===== src/rtl/tail_light_seq.sv =====
// Turn-signal lamp sequencer: a prescaler tick steps an outward-sweep FSM over six tail lamps.
// Optional hazard mode is enabled by defining TAIL_LIGHT_HAZARD_EN.
module tail_light_seq #(
  parameter int TICK_DIV = 4,
  parameter int CNT_W    = $clog2(TICK_DIV + 1)
) (
  input  logic clk,
  input  logic reset,
  input  logic left,
  input  logic right,
  input  logic hazard,
  output logic la,
  output logic lb,
  output logic lc,
  output logic ra,
  output logic rb,
  output logic rc,
  output logic tick
);

  typedef enum logic [2:0] {IDLE, L1, L2, L3, R1, R2, R3, HAZ} state_t;

  localparam logic [CNT_W-1:0] CNT_LAST = CNT_W'(TICK_DIV - 1);

  state_t           state_q, state_d;
  logic [CNT_W-1:0] cnt_q, cnt_d;
  logic             haz_req;
  logic [5:0]       lamps;

`ifdef TAIL_LIGHT_HAZARD_EN
  assign haz_req = hazard | (left & right);
`else
  logic hazard_unused;
  assign hazard_unused = hazard;
  assign haz_req       = 1'b0;
`endif

  assign tick = (cnt_q == CNT_LAST);

  always_comb begin
    cnt_d = tick ? '0 : cnt_q + 1'b1;
  end

  always_ff @(posedge clk) begin
    if (reset) begin
      cnt_q   <= '0;
      state_q <= IDLE;
    end else begin
      cnt_q   <= cnt_d;
      state_q <= state_d;
    end
  end

  // Moore decode; a hazard request at a tick pre-empts any sweep in progress.
  always_comb begin
    state_d = state_q;
    lamps   = 6'b000_000;
    case (state_q)
      IDLE: begin
        if (tick) begin
          if (haz_req)             state_d = HAZ;
          else if (left && !right) state_d = L1;
          else if (right && !left) state_d = R1;
        end
      end
      L1: begin
        lamps = 6'b100_000;
        if (tick) state_d = haz_req ? HAZ : L2;
      end
      L2: begin
        lamps = 6'b110_000;
        if (tick) state_d = haz_req ? HAZ : L3;
      end
      L3: begin
        lamps = 6'b111_000;
        if (tick) state_d = haz_req ? HAZ : IDLE;
      end
      R1: begin
        lamps = 6'b000_100;
        if (tick) state_d = haz_req ? HAZ : R2;
      end
      R2: begin
        lamps = 6'b000_110;
        if (tick) state_d = haz_req ? HAZ : R3;
      end
      R3: begin
        lamps = 6'b000_111;
        if (tick) state_d = haz_req ? HAZ : IDLE;
      end
`ifdef TAIL_LIGHT_HAZARD_EN
      HAZ: begin
        lamps = 6'b111_111;
        if (tick) state_d = IDLE;
      end
`endif
      default: begin
        lamps = 6'b000_000;
        if (tick) state_d = IDLE;
      end
    endcase
  end

  assign {la, lb, lc, ra, rb, rc} = lamps;

endmodule

===== config.mk =====
export PLATFORM = sky130hd
export DESIGN_NAME = tail_light_seq
export DESIGN_NICKNAME = d
export VERILOG_FILES = /design/src/rtl/tail_light_seq.sv
export SDC_FILE = /design/constraint.sdc
export NUM_CORES = 1
export LEC_CHECK = 0
export CORE_AREA = 3 3 40 42
export CTS_CLUSTER_DIAMETER = 100
export DETAILED_ROUTE_END_ITERATION = 8
export DIE_AREA = 0 0 43 45
export PLACE_DENSITY = 0.62
export SYNTH_ARGS = -nofsm -noshare
export SYNTH_HDL_FRONTEND = slang
export SYNTH_SLANG_ARGS = --single-unit
export TNS_END_PERCENT = 50

===== constraint.sdc =====
create_clock -name clk -period 2.7 [get_ports clk]
set_input_delay 0.54 -clock clk [delete_from_list [all_inputs] [get_ports clk]]
set_output_delay 0.54 -clock clk [all_outputs]
set_load 0.01 [all_outputs]

-- Yosys cells after proc, flatten, opt, wreduce, memory -nomap -nowiden
Cells that the tools add are included.
- flip-flop bits (word level): 6
- bits of input ports: 5
- output and inout bits: 7
- word-level logic and storage cells: 28
- add/sub/neg operators: 1
- equal/unequal tests: 8
- muxes and demuxes: 10
- reduce and logical (&&, ||, !) cells: 7
- operators with widths (cell ; number):
    one-hot mux 6 bit (6 select lines) ; 1
    two-way mux 3 bit ; 8
    one-hot mux 3 bit (5 select lines) ; 1
    == test 3 x 2 -> 1 bit, second input constant ; 3
    == test 3 bit, second input constant ; 3
    adder 3 x 1 -> 3 bit, second input constant ; 1
    == test 3 x 1 -> 1 bit, second input constant ; 1
    zero test 3 bit ; 1
    != test 3 bit, second input constant ; 1
    logical AND 1 bit ; 2
    zero test 1 bit ; 2
    AND reduction 2 bit ; 1
    OR reduction 2 bit ; 1

-- Depth between registers and ports, before layout
Gate-level depths: netlist of run 1.
- depth in word-level cells: 6
- depth in mapped cells: 6
- mapped depth without buffers: 5

-- Least setup slack after synthesis of run 1
No wires, ideal clock.
- path type: flip-flop to flip-flop
- start: register cnt_q[0]
- end: register state_q[0]
- setup time: 0.070 ns
- data arrival time: 1.261 ns
- required time: 2.630 ns
- path slack: 1.370 ns
- stages on the path, launching flop included: 6
- path buffers: 1
- clock period less this slack: 1.330 ns
- cells stage by stage: dfxtp_1 -> ha_1 -> ha_1 -> buf_4 -> or2b_2 -> a21oi_1
- word-level cells in the longest chain between the ends: 2
- RTL lines (item ; RTL line ; RTL):
    start: declaration ; 26 ; logic [CNT_W-1:0] cnt_q, cnt_d;
    start signal: assignment ; 49 ; cnt_q <= cnt_d;
    == test 3 x 2 -> 1 bit ; 38 ; assign tick = (cnt_q == CNT_LAST);
    named net tick ; 18 ; output logic tick
    AND reduction 2 bit (no line) ; n/a ;
    end signal: assignment ; 50 ; state_q <= state_d;
    end: declaration ; 25 ; state_t state_q, state_d;
The timed path passes the listed nets, and every way through them passes these cells.
A chain may end at the register's enable or synchronous reset.

-- Final worst setup path of run 1
- start: register cnt_q[0]
- end: output tick
- word-level cells in the longest chain between the ends: 1
- RTL lines (item ; RTL line):
    == test 3 x 2 -> 1 bit ; 38
    end: declaration ; 18
No other way between the ends.

==> metrics.md, run 1 <==
| Metric | Value |
|---|---|
| Post-synth net total | `48` |
| Pleak | `0.181 nW` |
| Worst VDD drop | `between 200 and 250 µV` |
| Mean Syn Cell Area | `between 9 and 10 µm²` |
| Final max-slew violation count | `0` |
| Met3 Usage GRT | `0.0359` |
| PortBufs | `10` |
| Initial Utilization | `0.282` |
| CTS Hold Buffers Added | `0` |
| Cell variety after synth | `20` |
| Hold Fails Final Rpt | `0` |
| TritonCTS Buffers | `3` |
| H-tree levels | `1` |
| Slew @ Worst Pin | `about 0.36 ns` |
| Cell family with most CP delay | `buffers and inverters` |
| Ratio of final minimum period to clock period | `0.828` |
| Asr flop ratio synth | `0` |
| Clock sink count | `6` |
| Largest net degree at the start of global routing | `11` |
| Crit-path max cell delay | `0.61 ns` |
| RR Endpoint | `state_q[2]` |
| Vias in the first global route | `243` |
| Die ar. | `0.00194 mm²` |
| Slew margin rel. | `0.760` |
| Post-Syn Area | `363 µm²` |
| Detailed-route via count | `around 280` |
| Max Clock Skew | `approximately 0.0025 ns` |
| Number of core rows | `13` |
| Number of I/O pins | `12` |
| Post-CTS Resized | `0` |
| WL final | `612 µm` |
| Crit Path Max Fanout | `10` |
| Hold WC Path Type | `reg2reg` |
| Hold Path Cell Cnt | `1` |
| Worst-path clk slew | `0.04 ns` |
| First drt pass iteration count | `4` |
| Reg2reg start | `cnt_q[0]` |
| Seq cells post-synth | `6` |
| Post-CTS Setup Bufs | `0` |
| Final net count | `60` |
| Crit path required time | `2.16 ns` |
| Final Setup Violations | `0` |
| Placed insts | `slightly above 60` |
| Final RePlAce weighted congestion | `~0.67` |
| All-layer global routing usage | `0.0683` |
| Crit start category | `flip-flop` |
| Remaining global-route overflow | `0` |
| Hold EP | `cnt_q[0]` |
| Setup total negative slack | `0 ns` |
| Clk root buf | `clkbuf_4` |
| Ant. Diodes | `0` |
| DP HPWL | `425 µm` |
| Die Ht | `45 µm` |
| Layout cells sized above 1 | `0.120` |
| Initial antenna violation count | `0` |
| Most used routing layer | `met2` |
| Status | `complete, no violations` |
| Area of the core | `~0.0013 mm²` |
| DRC Markers | `0` |
| Post-Synthesis Cells | `40` |
| First-pass GRT wire length | `979 µm` |
| Syn-to-layout area delta | `30.7%` |
| Maxcap violations | `0` |
| Worst setup EP type | `primary output` |
| Sequential element share of the synthesized area | `0.331` |
| CTS Buffer Depth | `2` |
| Reg-to-reg setup timing slack | `1.33 ns` |
| Synth warn | `0` |
| Clock latency on the worst-skew pair | `0.24 ns` |
| Slowest CP cell | `clkdlybuf4s50_1` |
| CP startpoint | `cnt_q[0]` |
| Global Route met2 Usage | `0.0898` |
| Pwr Density | `roughly 440 mW/mm²` |
| Via/cell ratio | `4.25` |
| 1st-iter DRT viols | `8` |
| Chip width | `43 µm` |
| Min Tclk post-route | `2.24 ns` |
| Hold wc startpoint | `cnt_q[0]` |
| EDFF count, synth | `0` |
| Ys flop type | `dfxtp_1` |
| Worst Reg-to-Reg Cells | `5` |
| CP cell instances | `ha_1 -> ha_1 -> clkdlybuf4s50_1` |
| TritonCTS clock tree | `done` |
| DR WL/cell | `9.42 µm` |
| Arrival @ worst endpoint | `1.70 ns` |
| Non-Filler Instances | `65` |
| Routed Antenna Nets | `0` |
| Fmax | `447 MHz` |
| WP buf/inv | `1` |
| RSZ-0062 raised after global routing | `false` |
| GR Util met1 | `0.0892` |
| Worst path most repeated cell | `ha_1` |
| Setup CP Type | `reg2out` |
==> where the power goes <==
part	switching, mW	internal, mW	total, mW
Sequential	0.00370	0.0949	0.0986
Combinational	0.0128	0.0166	0.0294
Clock	0.0314	0.0502	0.0816
==> final cells by class <==
cell class	count	area, µm²
Inverter	3	11.3
Sequential cell	6	120
Clock buffer	3	22.5
Tap cell	15	18.8
Timing Repair Buffer	10	100
Multi-Input combinational cell	28	201
Fill cell	138	811
==> kinds of logic (layout without fill, tap and decap cells) <==
| family | count (synthesis) | count (layout) | synth area share |
|---|---|---|---|
| simple gates | 19 | 19 | 0.328 |
| buf+inv | 6 | 16 | 0.114 |
| compound gates | 5 | 5 | 0.100 |
| xor+xnor | 1 | 1 | 0.0241 |
| fa+ha+maj | 3 | 3 | 0.103 |
| flops | 6 | 6 | 0.331 |
==> worst max-delay path by stage <==
stage                 endpoint  slack, ns  cells past startpoint
floorplan           state_q[2]       1.37                      5
global placement          tick       0.73                      3
detailed placement        tick       0.72                      3
CTS                       tick       0.45                      3
global route              tick       0.36                      3
finish                    tick       0.46                      3
==> cell usage in the layout (no fill, tap or decap) <==
master | synthesis | routed
nor3_1 | 2 | 2
or2b_2 | 1 | 1
nor3b_1 | 1 | 1
and2_1 | 2 | 2
xor2_1 | 1 | 1
o2111ai_1 | 1 | 1
nor2b_1 | 2 | 2
a21oi_1 | 2 | 2
nor2_1 | 5 | 5
clkdlybuf4s50_1 | 0 | 10
nand2_1 | 3 | 3
or2_0 | 1 | 1
clkbuf_4 | 0 | 3
o21ai_0 | 1 | 1
nand3b_1 | 1 | 1
dfxtp_1 | 6 | 6
ha_1 | 3 | 3
a211oi_2 | 1 | 1
nor4b_4 | 1 | 1
inv_1 | 3 | 3
==> state kept, by name, summed over array words and instances (netlist names) <==
| register | count |
|---|---|
| cnt_q | 3 |
| state_q | 3 |
==> cell usage after synthesis (all sizes together), types with 2 or more instances <==
cell / instances / area, µm²
a21oi: 2 / 10.0
and2: 2 / 12.5
buf: 3 / 30.0
dfxtp: 6 / 120
ha: 3 / 37.5
inv: 3 / 11.3
nand2: 3 / 11.3
nor2: 5 / 18.8
nor2b: 2 / 12.5
nor3: 2 / 10.0
==> through the flow <==
stage	total power [mW]	worst slack [ns]	util	hold WS, ns	area [µm²]
6_report	0.210	0.464	0.369	0.433	474
3_5_place_dp	0.130	0.723	0.352	0.428	452
2_1_floorplan	0.119	1.37	-	0.403	363
5_1_grt	0.223	0.365	0.369	0.447	474
4_1_cts	0.214	0.448	0.369	0.434	474
3_3_place_gp	0.129	0.734	0.352	0.422	452
==> per-layer routing <==
| metal | routed length (µm) | part of all wire |
|---|---|---|
| met1 | 344 | 0.56 |
| met2 | 245 | 0.40 |
| met3 | 22 | 0.036 |
| met4 | 0 | 0 |
| met5 | 0 | 0 |
==> worst reg2reg max path, cell delays in order, from the launching register on <==
cell and delay (ns):
dfxtp_1 0.33, ha_1 0.16, ha_1 0.36, nor4b_4 0.25, nor2_1 0.07, a211oi_2 0.13
Power figures use the tool's default switching activity.
==> run 2: changes to the inputs <==
Settings changed: PLACE_DENSITY 0.62 to 0.64.
Clock period 2.7 ns to 2 ns, I/O delays scaled along.
==> metrics.md, run 2 (synthesis gave the netlist of run 1 again) <==
| Metric | Value |
|---|---|
| Maxcap violations | `0` |
| H-tree levels | `1` |
| Largest net degree at the start of global routing | `10` |
| CTS Buffer Depth | `2` |
| All-layer global routing usage | `0.0666` |
| Arrival @ worst endpoint | `around 1.5 ns` |
| Final max-slew violation count | `0` |
| Ratio of final minimum period to clock period | `0.940` |
| Clock latency on the worst-skew pair | `around 0.24 ns` |
| CP cell instances | `xor2_1 -> and2_1 -> clkdlybuf4s50_1` |
| Commonest non-fill, non-tap cell in the layout | `clkdlybuf4s50_1` |
| Syn-to-layout area delta | `33.4%` |
| TritonCTS Buffers | `3` |
| Met1 wire length | `270 µm` |
| Area of the core | `0.00128 mm²` |
| DRC Markers | `0` |
| TritonCTS clock tree | `done` |
| Pleak | `0.188 nW` |
| Die ar. | `between 0.0015 and 0.002 mm²` |
| Met2 WL post-DR | `247 µm` |
| Setup total negative slack | `0 ns` |
| Worst setup EP type | `primary output` |
| Cell family with most CP delay | `buffers and inverters` |
| Clock sink count | `6` |
| First drt pass iteration count | `2` |
| Worst-path clk slew | `0.04 ns` |
| Hold WC Path Type | `reg2reg` |
| Hold Fails Final Rpt | `0` |
| Fin util | `0.377` |
| WL met3 | `a little under 40 µm` |
| Worst slack at placement | `0.252 ns` |
| Routed Antenna Nets | `0` |
| Min Tclk post-route | `approximately 1.9 ns` |
| Final Setup Violations | `0` |
| Reg2reg start | `cnt_q[0]` |
| Remaining global-route overflow | `0` |
| Initial antenna violation count | `0` |
| Reg-to-reg setup timing slack | `0.66 ns` |
| Crit path required time | `1.60 ns` |
| Setup WS post-layout | `0.119 ns` |
| Most frequent cells in the layout | `clkdlybuf4s50_1 (10), nor2_1 (5), dfxtp_1 (4)` |
| DP HPWL | `approximately 420 µm` |
| CP startpoint | `state_q[0]` |
| First-pass GRT wire length | `~940 µm` |
| Total power | `0.282 mW` |
| Fmax | `about 530 MHz` |
| Via/cell ratio | `~4.3` |
| Pwr Density | `583 mW/mm²` |
| RR Endpoint | `state_q[0]` |
| WP buf/inv | `1` |
| Fillers | `137` |
| Die Ht | `45 µm` |
| WL final | `about 560 µm` |
| Slew margin rel. | `0.837` |
| Final net count | `roughly 60` |
| Chip width | `43 µm` |
| Crit-path max cell delay | `between 0.5 and 0.6 ns` |
| Clk root buf | `clkbuf_4` |
| Crit Path Max Fanout | `9` |
| Setup CP Type | `reg2out` |
| Hold_ws | `around 0.43 ns` |
| Vias in the first global route | `approximately 230` |
| Status | `complete, no violations` |
| Slowest CP cell | `clkdlybuf4s50_1` |
| RSZ-0062 raised after global routing | `false` |
| Initial Utilization | `0.282` |
| Worst Setup EP | `rb` |
| 1st-iter DRT viols | `1` |
| Top flop regs | `cnt_q: 3 flops, state_q: 3 flops` |
| Stages on the worst setup path | `3` |
| Crit start category | `flip-flop` |
| Worst VDD drop | `around 270 µV` |
| Number of I/O pins | `12` |
| Max Clock Skew | `0.000127 ns` |
| PortBufs | `10` |
| Slew @ Worst Pin | `~0.24 ns` |
| Layout cells sized above 1 | `0.176` |
| Final RePlAce weighted congestion | `between 0.6 and 0.7` |
| Detailed-route via count | `284` |
| Worst Reg-to-Reg Cells | `5` |
| Number of core rows | `13` |
| DR WL/cell | `~8.4 µm` |
| Ant. Diodes | `0` |
| Uppermost layer routed | `met3` |
==> run 2: cell types whose count changed in the layout (fill, tap and decap cells not counted), sizes merged <==
cell / delta
buf: +1
==> run 2: repair_timing <==
item	CTS	global route
endpoints found under the setup margin	1	1
setup buffers	0	0
hold buffers	0	0
gates resized for setup	1	1
==> run 2: metal layers <==
layer | GRT usage | vias up
met5 | 0 | -
met4 | 0.0361 | 0
met3 | 0.0359 | 0
met2 | 0.102 | 8
met1 | 0.0747 | 122
li1 | - | 154
==> run 2: final cells by class <==
cell class | instances | area [µm²] | share of cell area
inverter | 3 | 11.3 | 0.0233
tap | 15 | 18.8 | 0.0388
sequential | 6 | 123 | 0.253
clock buffer | 3 | 22.5 | 0.0465
multi-input combinational | 28 | 201 | 0.416
timing repair buffer | 11 | 108 | 0.222
==> run 2: worst min path at each step <==
| stage | slack (ns) | start | depth (start not counted) | end |
|---|---|---|---|---|
| after global routing | 0.45 | cnt_q[0] | 1 | cnt_q[0] |
| final | 0.43 | cnt_q[0] | 1 | cnt_q[0] |
| after detailed placement | 0.42 | cnt_q[0] | 1 | cnt_q[0] |
| after CTS | 0.43 | cnt_q[0] | 1 | cnt_q[0] |
| after global placement | 0.42 | cnt_q[0] | 1 | cnt_q[0] |
| after floorplan | 0.40 | cnt_q[0] | 1 | cnt_q[0] |
==> run 2: stage by stage <==
| step | cells | area [µm²] |
|---|---|---|
| global route | 66 | 484 |
| detailed placement | 63 | 459 |
| finish | 66 | 484 |
| CTS | 66 | 483 |
| floorplan | 40 | 363 |
| global placement | 63 | 459 |
==> run 2: worst reg2reg max path, cell delays in order (launching register included) <==
cell     delay, ns
dfxtp_1       0.31
ha_1          0.19
ha_1          0.19
buf_4         0.17
or2b_2        0.29
a21oi_1       0.13
==> run 2: power by group <==
part | switching, mW | internal, mW | leakage, nW | total, mW
Combinational | 0.0173 | 0.0235 | 0.124 | 0.0407
Sequential | 0.00480 | 0.128 | 0.0500 | 0.133
Clock | 0.0407 | 0.0677 | 0.0138 | 0.108
Total | 0.0627 | 0.219 | 0.188 | 0.282
